[src/rtl/window_sum_pkg.sv]
// rtl/window_sum_pkg.sv - shared widths for the 5x5 box-sum window stage
package window_sum_pkg;

  localparam int PIX_W  = 8;
  localparam int WIN_N  = 5;
  localparam int COL_W  = PIX_W * WIN_N;
  localparam int CSUM_W = 11;
  localparam int SUM_W  = 13;

endpackage

[src/rtl/column_adder_module.sv]
// rtl/column_adder_module.sv - combinational sum of the five pixels in one column
module column_adder_module
  import window_sum_pkg::*;
(
  input  logic [COL_W-1:0]  col,
  output logic [CSUM_W-1:0] sum
);

  // Unsigned add of every byte; 5 x 255 = 1275 fits in CSUM_W bits
  always_comb begin
    sum = '0;
    for (int i = 0; i < WIN_N; i++) begin
      sum = sum + CSUM_W'(col[i*PIX_W +: PIX_W]);
    end
  end

endmodule

[src/rtl/window_sum_module.sv]
// rtl/window_sum_module.sv - 5x5 sliding box sum over row-buffer columns with centre tags
module window_sum_module
  import window_sum_pkg::*;
#(
  parameter int IMG_WIDTH = 512,
  parameter int ROWS      = 28
) (
  input  logic                         clk,
  input  logic                         rst,
  input  logic                         col_valid,
  input  logic [COL_W-1:0]             col_in,
  output logic                         win_valid,
  output logic [SUM_W-1:0]             win_sum,
  output logic [$clog2(IMG_WIDTH)-1:0] win_x,
  output logic [$clog2(ROWS)-1:0]      win_row,
  output logic                         frame_done
);

  localparam int X_W = $clog2(IMG_WIDTH);
  localparam int R_W = $clog2(ROWS);

  // First column index at which a full window exists inside the row
  localparam logic [X_W-1:0] X_FIRST_WIN = X_W'(WIN_N - 1);
  localparam logic [X_W-1:0] X_LAST      = X_W'(IMG_WIDTH - 1);
  localparam logic [X_W-1:0] X_HALF      = X_W'(WIN_N / 2);
  localparam logic [R_W-1:0] ROW_LAST    = R_W'(ROWS - 1);

  logic [CSUM_W-1:0] new_cs;
  // Only the four most recent older column sums are ever read; the fifth
  // window column is the one arriving this cycle
  logic [CSUM_W-1:0] cs [0:WIN_N-2];
  logic [X_W-1:0]    x;
  logic [R_W-1:0]    row;
  logic [SUM_W-1:0]  box_sum;

  column_adder_module u_col_adder (
    .col (col_in),
    .sum (new_cs)
  );

  // Window sum = incoming column sum plus the four stored ones (pre-shift)
  always_comb begin
    box_sum = SUM_W'(new_cs);
    for (int i = 0; i < WIN_N - 1; i++) begin
      box_sum = box_sum + SUM_W'(cs[i]);
    end
  end

  // Column-sum shift register; deliberately not cleared at row wrap
  always_ff @(posedge clk) begin
    if (rst) begin
      for (int i = 0; i < WIN_N - 1; i++) begin
        cs[i] <= '0;
      end
    end else if (col_valid) begin
      cs[0] <= new_cs;
      for (int i = 1; i < WIN_N - 1; i++) begin
        cs[i] <= cs[i-1];
      end
    end
  end

  // Column and row position of the accepted column
  always_ff @(posedge clk) begin
    if (rst) begin
      x   <= '0;
      row <= '0;
    end else if (col_valid) begin
      if (x == X_LAST) begin
        x   <= '0;
        row <= (row == ROW_LAST) ? '0 : row + R_W'(1);
      end else begin
        x <= x + X_W'(1);
      end
    end
  end

  // Registered outputs; strobes are single-cycle, data fields hold when idle
  always_ff @(posedge clk) begin
    if (rst) begin
      win_valid  <= 1'b0;
      win_sum    <= '0;
      win_x      <= '0;
      win_row    <= '0;
      frame_done <= 1'b0;
    end else begin
      win_valid  <= 1'b0;
      frame_done <= 1'b0;
      if (col_valid && (x >= X_FIRST_WIN)) begin
        win_valid  <= 1'b1;
        win_sum    <= box_sum;
        win_x      <= x - X_HALF;
        win_row    <= row;
        frame_done <= (x == X_LAST) && (row == ROW_LAST);
      end
    end
  end

endmodule

[config.mk]
export PLATFORM = sky130hd
export DESIGN_NAME = window_sum_module
export DESIGN_NICKNAME = d
export VERILOG_FILES = /design/src/rtl/window_sum_pkg.sv /design/src/rtl/column_adder_module.sv /design/src/rtl/window_sum_module.sv
export SDC_FILE = /design/constraint.sdc
export NUM_CORES = 1
export LEC_CHECK = 0
export ABC_AREA = 1
export ABC_CLOCK_PERIOD_IN_PS = 8900
export CORE_UTILIZATION = 55
export CTS_BUF_LIST = sky130_fd_sc_hd__clkbuf_4 sky130_fd_sc_hd__clkbuf_8 sky130_fd_sc_hd__clkbuf_16
export DETAILED_ROUTE_END_ITERATION = 8
export PLACE_DENSITY_LB_ADDON = 0.05
export SYNTH_ARGS = -nofsm -noshare
export SYNTH_HDL_FRONTEND = slang
export SYNTH_SLANG_ARGS = --single-unit
export TNS_END_PERCENT = 5
[constraint.sdc]
create_clock -name clk -period 8.9 [get_ports clk]
set_input_delay 1.78 -clock clk [delete_from_list [all_inputs] [get_ports clk]]
set_output_delay 1.78 -clock clk [all_outputs]
set_load 0.01 [all_outputs]
# After elaboration in Yosys (flattened, before gate mapping)
# Memory sizes are Yosys's and may differ from the RTL's.
# Index checks and enable logic that the tools add are counted.
# Widths: inputs -> output; s select.
[word_totals]
out_inout_bits = 29
mem_bits_rw = 44
elab_cells = 43
ff_bits = 43
n_memories = 1
[classes]
addsub = 11
n_mux = 12
reduce_logical = 4
n_lt_le_gt_ge = 1
bitwise = 5
eq_ne = 2
[mem_list]
columns = ["name", "words", "word_bits", "rd", "rd_ports_with_merged_regs", "wr", "line", "source"]
rows = [
  ["cs", 4, 11, 4, 0, 4, "window_sum_module.sv:31", "logic [CSUM_W-1:0] cs [0:WIN_N-2];"],
]
[ops]
columns = ["op", "count"]
rows = [
  ["$mux 11", 4],
  ["$add 11x8->11", 3],
  ["$add 13x11->13", 2],
  ["$add 12x11->13", 1],
  ["$add 11x11->12", 1],
  ["$add 8x8->9", 1],
  ["$add 9x1->9 const B", 1],
  ["$eq 9x9->1 const B", 1],
  ["$ge 9x3->1 const B", 1],
  ["$mux 9", 1],
  ["$sub 9x2->9 const B", 1],
  ["$mux 1", 6],
  ["$add 5x1->5 const B", 1],
  ["$eq 5x5->1 const B", 1],
  ["$mux 5", 1],
  ["$or 1x1->1", 4],
  ["$logic_and 1x1->1", 2],
  ["$reduce_and 2->1", 1],
  ["$reduce_or 2->1", 1],
  ["$not 1->1", 1],
]

# Longest topological paths before layout
# Gate-level depths: netlist of the first run.
[depth]
depth_word = 8
depth_mapped = 35

# Hierarchy
# From an unflattened synthesis of the first run, not the netlist that was laid out.
[unflattened]
hier_cells = 752
hier_area_um2 = 6157.2
[by_module_without_submodules]
columns = ["mod", "instances", "cells_per_inst", "area_per_inst_um2", "seq_area_each_um2"]
rows = [
  ["window_sum_module", 1, 580, 4993.5, 2182.1],
  ["column_adder_module", 1, 172, 1163.6, 0.0],
]

# Worst setup path after synthesis of the first run
# No wires, ideal clock.
[synth_path]
path_type = "input to register"
start = "input col_in[0]"
end = "register win_sum[8]"
stages = 31
required_time_ns = 8.785
arrival_ns = 7.232
slack_ns = 1.552
path_cell_list = "ha_1 -> inv_1 -> fa_1 -> inv_1 -> nand4_1 -> o211ai_1 -> xnor2_1 -> inv_1 -> fa_1 -> inv_1 -> fa_1 -> inv_1 -> ha_1 -> inv_1 -> o21ai_0 -> o21bai_1 -> xor2_1 -> inv_1 -> fa_1 -> fa_1 -> inv_1 -> fa_1 -> inv_1 -> ha_1 -> nand2_1 -> nor2_1 -> nand2_1 -> nand3_1 -> nand2_1 -> o21ai_0 -> inv_1"
[synth_between]
elab_chain_len = 8
[synth_rtl]
columns = ["item", "line", "source"]
rows = [
  ["start: declaration", "window_sum_module.sv:11", "input logic [COL_W-1:0] col_in,"],
  ["$add 8x8->9", "column_adder_module.sv:13", "sum = sum + CSUM_W'(col[i*PIX_W +: PIX_W]);"],
  ["$add 11x8->11 (3 in series)", "column_adder_module.sv:13", ""],
  ["net new_cs[7]", "window_sum_module.sv:28", "logic [CSUM_W-1:0] new_cs;"],
  ["$add 11x11->12", "window_sum_module.sv:45", "box_sum = box_sum + SUM_W'(cs[i]);"],
  ["$add 12x11->13", "window_sum_module.sv:45", ""],
  ["$add 13x11->13 (2 in series)", "window_sum_module.sv:45", ""],
  ["end signal: assignment", "window_sum_module.sv:91", "win_sum <= box_sum;"],
  ["end: declaration", "window_sum_module.sv:13", "output logic [SUM_W-1:0] win_sum,"],
]
# The timed path passes the listed nets, and every way through them passes these cells.
# A chain may end at the register's enable or synchronous reset.

# Final worst setup path of the first run
[layout_path]
start = "input col_in[0]"
end = "register win_sum[10]"
# The elaborated chain is that of the path after synthesis.

==> reports/results.ini, run 1 <==
[route]
route.detailed.drc = 0
drtIter0Drc = 182
routedWlPerCell_um = 12.0
first_pass_iters = 4
via_per_inst = 4.92
vias = 4483
ant_nets = 0
wl_um = 10900

[final_layout]
stdcell_area_um2 = 7000
final_util = 0.669
drive_above_1_share = 0.0322
final_cells = 912
nets = 901
antenna_cells = 0
syn_to_final_growth_pct = 16.8

[sta]
slew_violations = 0
fin_skew_ns = 0.00808
tns_ns = 0
max_slew.worst_pin.slew_ns = 1.09
maxSlewHeadroom = 0.268
final.min_clock_period_ns = 7.87
hold_viol = 0
setup_violations = 0
max_freq_mhz = 127
rsz0062_at_grt = no
fin_crit_sh = 0.884

[global_route]
overflow = 0
grt_pass1_vias = 4632
grt_start_max_net_pins = 48
antenna_found_initial = 0
grt_usage = 0.214
grt_pass1_wl_um = 19100

[flow_run]
cap_violations = 0

[outcome]
outcome = complete, no violations

[synthesis]
ys.flop_type = edfxtp_1
synth_nets = 832
synth_cells = 702
synth_edf_count = 44
async_flop_share = 0
yosysSeqAreaShare = 0.364
ys_ff_latch = 87
syn_area_per_cell_um2 = 8.54
yosys.area.top_type = edfxtp_1
yosysWarnings = 0
syn_area_um2 = 5990
synth_area_leaders = edfxtp_1 22%, fa_1 16%, dfxtp_1 14%
synth_top_area_share = 0.220
yosys.cell_types.count = 34

[setup_path]
critPathMostFrequentCell = inv_1
cpMaxStageDelayCell = fa_1
cpPeakStageDelay_ns = 0.51
setup.worst_path.class = in2reg
cp_max_fo = 5
cp-end-kind = register
arrival_ns = 8.14
cp.required_ns = 9.17
cp-start-kind = primary input

[place]
place_congestion = 0.848
dp_hpwl_um = 8650
io_buffers = 71
dp_cells = 896
placed_cell_area_um2 = 6790

[cts]
clk_latency_ns = 0.37
root_buffer = clkbuf_8
path_clk_slew_ns = 0.09
post_cts.resized_instances = 0
cts_hold_buf = 0
clock-sinks = 87
cts_buffers = 9
cts_tree = done
clk_path_buf_depth = 2
ctsHtreeMaxLevel = 3
cts_setup_buffers = 0

[floorplanning]
fp.dieArea_um2 = 11300
io_pins = 72
die_x_um = 106
start_util = 0.573
rows = 37
coreArea_um2 = 10500
fp.dieH_um = 106

[worst_hold_path]
holdCritPathClass = reg2reg

==> sequential cells by signal, indices dropped and copies added, names as in the netlist <==
signal and count:
cs 44, win_sum 13, win_x 9, x 9, row 5, win_row 5, frame_done 1, win_valid 1
==> path summary, 6_finish.rpt <==
check	slack [ns]	depth (start not counted)	start	endpoint
worst max-delay path	1.03	32	col_in[0]	win_sum[10]
worst min-delay path	0.48	2	win_sum[0]	win_sum[0]
worst max register to register	5.24	18	cs[0][1]	win_sum[9]
worst min register to register	0.48	2	win_sum[0]	win_sum[0]
==> worst max-delay path, delay by kind of cell <==
| kind | cells | cell delay, ns |
|---|---|---|
| buffers and inverters | 11 | 1.06 |
| AO/OA/AOI/OAI | 3 | 0.53 |
| XOR/XNOR | 2 | 0.39 |
| adder cells (fa/ha/maj) | 9 | 3.64 |
| AND/OR/NAND/NOR | 7 | 0.76 |
==> final cells by class <==
type                    count  area [um2]
clock buffers              11         174
repair buffers             71         711
multi-input cells         415        3030
fillers                   925        3460
well taps                 136         170
inverters                 187         702
flip-flops and latches     87        2180
clock inverters             5        33.8
==> routing by layer <==
layer,wire (um),global-route usage,vias to the layer above,share of wire
li1,-,-,2293,-
met1,4680,0.239,2088,0.43
met2,5760,0.404,90,0.53
met3,400,0.0472,12,0.037
met4,106,0.0625,0,0.0097
met5,0,0,-,0
==> placed cells by master, fill, tap and decap left out, types with 37 or more instances in the layout <==
master	Yosys	routed
a21oi_1	37	37
clkdlybuf4s50_1	0	71
dfxtp_1	43	43
edfxtp_1	44	44
fa_1	49	49
ha_1	38	38
inv_1	185	185
nand2_1	85	84
nand3_1	37	37
nor2_1	86	86
==> synthesized netlist by cell type, drive strengths merged (5+ instances only) <==
library cell / number
nand4: 7
xor2: 10
nor2: 88
buf: 5
fa: 49
ha: 38
nor3: 6
inv: 187
edfxtp: 44
o21ai: 33
nand3: 38
xnor2: 8
a21oi: 37
nand2: 85
clkbuf: 8
dfxtp: 43
==> through the flow <==
stage	worst slack (ns)	hold slack, ns
6_report	1.03	0.484
3_3_place_gp	0.768	0.465
2_1_floorplan	1.55	0.453
5_1_grt	0.582	0.528
4_1_cts	1.04	0.491
3_5_place_dp	0.661	0.470
==> cell families after synthesis <==
family,share of synthesized area
AO/OA/AOI/OAI,0.0743
buffers and inverters,0.131
AND/OR/NAND/NOR,0.161
flip-flops,0.364
XOR/XNOR,0.0263
adder cells (fa/ha/maj),0.243
Power of run 1 is left out: the tool's default activity adds up to more than one toggle a clock period on the data nets, which glitch-free logic cannot reach.
==> run 2: changes to the inputs <==
- ABC_AREA: 1 -> not set
==> run 2 against run 1 <==
Effect of this change:
- critical path depth decreased by 6
- synthesized cell count down 16%
- utilization rose by 1.1 points
- critical endpoint is now win_sum[12]
- largest cell class unchanged
==> reports/results.ini, run 2 <==
[outcome]
outcome = complete, no violations

[route]
route.detailed.drc = 0
drtIter0Drc = 172
ant_nets = 0
via_per_inst = 5.19
vias = 4219
first_pass_iters = 4
wl_um = 10500
routedWlPerCell_um = 12.9

[setup_path]
r2r-end = win_sum[12]
cp_max_fo = 3
critical_path.endpoint = win_sum[12]
timing.rr.start = cs[0][5]
crit_start = col_in[0]
r2r.worst_path.cells = 11
cpPeakStageDelay_ns = 0.51
arrival_ns = 8.83
cpMaxStageDelayCell = fa_2
reg2reg_slack_ns = 5.03
path_depth = 26
setup.worst_path.class = in2reg
cp.required_ns = 9.16
cp-end-kind = register
cp-start-kind = primary input
path_delay_family = adder cells
path_buf_inv = 7

[synthesis]
ys.flop_type = edfxtp_1
synthSimpleGateAreaFrac = 0.148
ys_ff_latch = 87
syn_area_um2 = 5820
synth_commonest_cells = 102 x inv_1, 52 x nor2_1, 49 x fa_1
synthAdderAreaFrac = 0.250
synth_cells = 589
yosysWarnings = 0
synthXorXnorAreaFrac = 0.0331
yosys.cell_types.count = 51
async_flop_share = 0
synth_top_family_by_area = adder cells
synth_top_area_share = 0.227
synth_edf_count = 44
yosys.area.top_type = edfxtp_1
yosysMostFrequentCell = inv_1
synth_nets = 719
synthMuxAreaShare = 0.00688
syn_area_per_cell_um2 = 9.88
synth_area_leaders = edfxtp_1 23%, fa_1 17%, dfxtp_1 15%
yosysSeqAreaShare = 0.375
synth_compound_area_frac = 0.109

[final_layout]
antenna_cells = 0
final_util = 0.680
largest_register_ffs = 44
fillers = 853
register_area_um2 = 2180
drive_above_1_share = 0.0709
final_common_cell = inv_1
top_regs = cs: 44 flops, win_sum: 13 flops
mostFrequentLayoutCells = 102 x inv_1, 71 x clkdlybuf4s50_1, 52 x nor2_1, 48 x fa_1, 44 x edfxtp_1
syn_to_final_growth_pct = 20.1
regMostFlops = cs
multi_input_area_um2 = 3210
nets = 802
stdcell_area_um2 = 6990

[power]
peakVddDrop_uv = 294
leakagePower_nw = 3.08
p_per_area_nw_per_um2 = 383

[place]
dp_hpwl_um = 8010
placed_cell_area_um2 = 6770
io_buffers = 71
place_congestion = 0.865
pre_cts_slack_ns = -0.0319

[global_route]
grt_busiest_layer = met2
grt_usage = 0.217
grtUsageMet1 = 0.277
antenna_found_initial = 0
use_met2 = 0.387
overflow = 0
grt_use_met3 = 0.0343
grt_pass1_wl_um = 19200
grt_pass1_vias = 4277
grt_start_max_net_pins = 45

[worst_hold_path]
holdCritPathClass = reg2reg
min-delay-start = win_row[0]

[sta]
slew_violations = 0
hold_viol = 0
max_freq_mhz = 117
max_slew.worst_pin.slew_ns = 1.03
setup_ws_ns = 0.333
final.min_clock_period_ns = 8.57
fin_crit_sh = 0.963
setup_violations = 0
maxSlewHeadroom = 0.313
fin_skew_ns = 0.0138
rsz0062_at_grt = no

[cts]
clock-sinks = 87
clk_latency_ns = 0.36
cts_tree = done
ctsHtreeMaxLevel = 3
clk_path_buf_depth = 2
post_cts.resized_instances = 0
root_buffer = clkbuf_8
cts_hold_buf = 0
cts_setup_buffers = 0
path_clk_slew_ns = 0.09
cts_buffers = 9

[floorplanning]
die_x_um = 105
fp.dieArea_um2 = 11000
start_util = 0.566
fp.dieH_um = 105
io_pins = 72
rows = 37
coreArea_um2 = 10300

[flow_run]
cap_violations = 0

-- run 2: cell count changes in the layout (fill, tap and decap cells not counted), sizes merged, moves of 6 or more --
cell    before  now
nand3       38   10
inv        190  105
nor2b        0    8
buf          0   18
nor2        88   52
o21ai       33   14
nand2       85   37
a211oi       1   11
and2         1   23
xnor2        8   15
a21o         2   10
nand3b       2    8
-- run 2: how the worst min path moves through the flow --
stage,to,cells after the start
4_1_cts,win_row[0],2
3_5_place_dp,win_x[0],2
5_1_grt,win_row[0],2
3_3_place_gp,win_sum[0],2
6_report,win_row[0],2
2_1_floorplan,win_row[4],2
-- run 2: metrics by stage --
step           total power [mW]  hold slack [ns]  TNS (ns)  instances
2_1_floorplan              1.87            0.454         0        589
3_3_place_gp               2.34            0.444         0        797
3_5_place_dp               2.39            0.448   -0.0319        797
4_1_cts                    2.68            0.461         0        813
5_1_grt                    3.01            0.487         0        813
6_report                   2.68            0.458         0        813
-- run 2: worst reg2reg max path: cells and delay by family, from the launching register on --
kind,cells,cell delay (ns)
compound gates,3,0.63
fa+ha+maj,4,1.88
buf+inv,2,0.11
flops,1,0.43
simple gates,2,0.73
-- run 2: area by class of cell --
type	instances	share of cell area
multi-input cells	383	0.459
flip-flops and latches	87	0.312
repair buffers	89	0.121
inverters	102	0.0548
well taps	136	0.0244
clock buffers	10	0.0213
clock inverters	6	0.00681
-- run 2: power by group --
part / switching [mW] / leakage [nW] / total [mW] / internal [mW]
Sequential: 0.0148 / 0.832 / 0.469 / 0.454
Clock: 0.150 / 0.0988 / 0.272 / 0.121
Combinational: 1.05 / 2.15 / 1.94 / 0.887
Total: 1.22 / 3.08 / 2.68 / 1.46
-- run 2: metal layers --
metal	part of all wire	wire length, um	vias up
li1	-	-	2099
met1	0.45	4760	2044
met2	0.51	5320	68
met3	0.030	310	8
met4	0.010	108	0
met5	0	0	-
-- run 2: logic make-up after synthesis --
logic type | count (synthesis)
multiplexers | 4
adder cells (fa/ha/maj) | 87
AO/OA/AOI/OAI | 97
buffers and inverters | 119
AND/OR/NAND/NOR | 173
XOR/XNOR | 22
flip-flops | 87
Note: power is estimated with default switching activity, not from simulation.
==> run 3: changes to the inputs <==
- GPL_TIMING_DRIVEN: not set -> 1
==> results of run 3 <==
Final layout, timing and power as in run 2 (identical DEF).
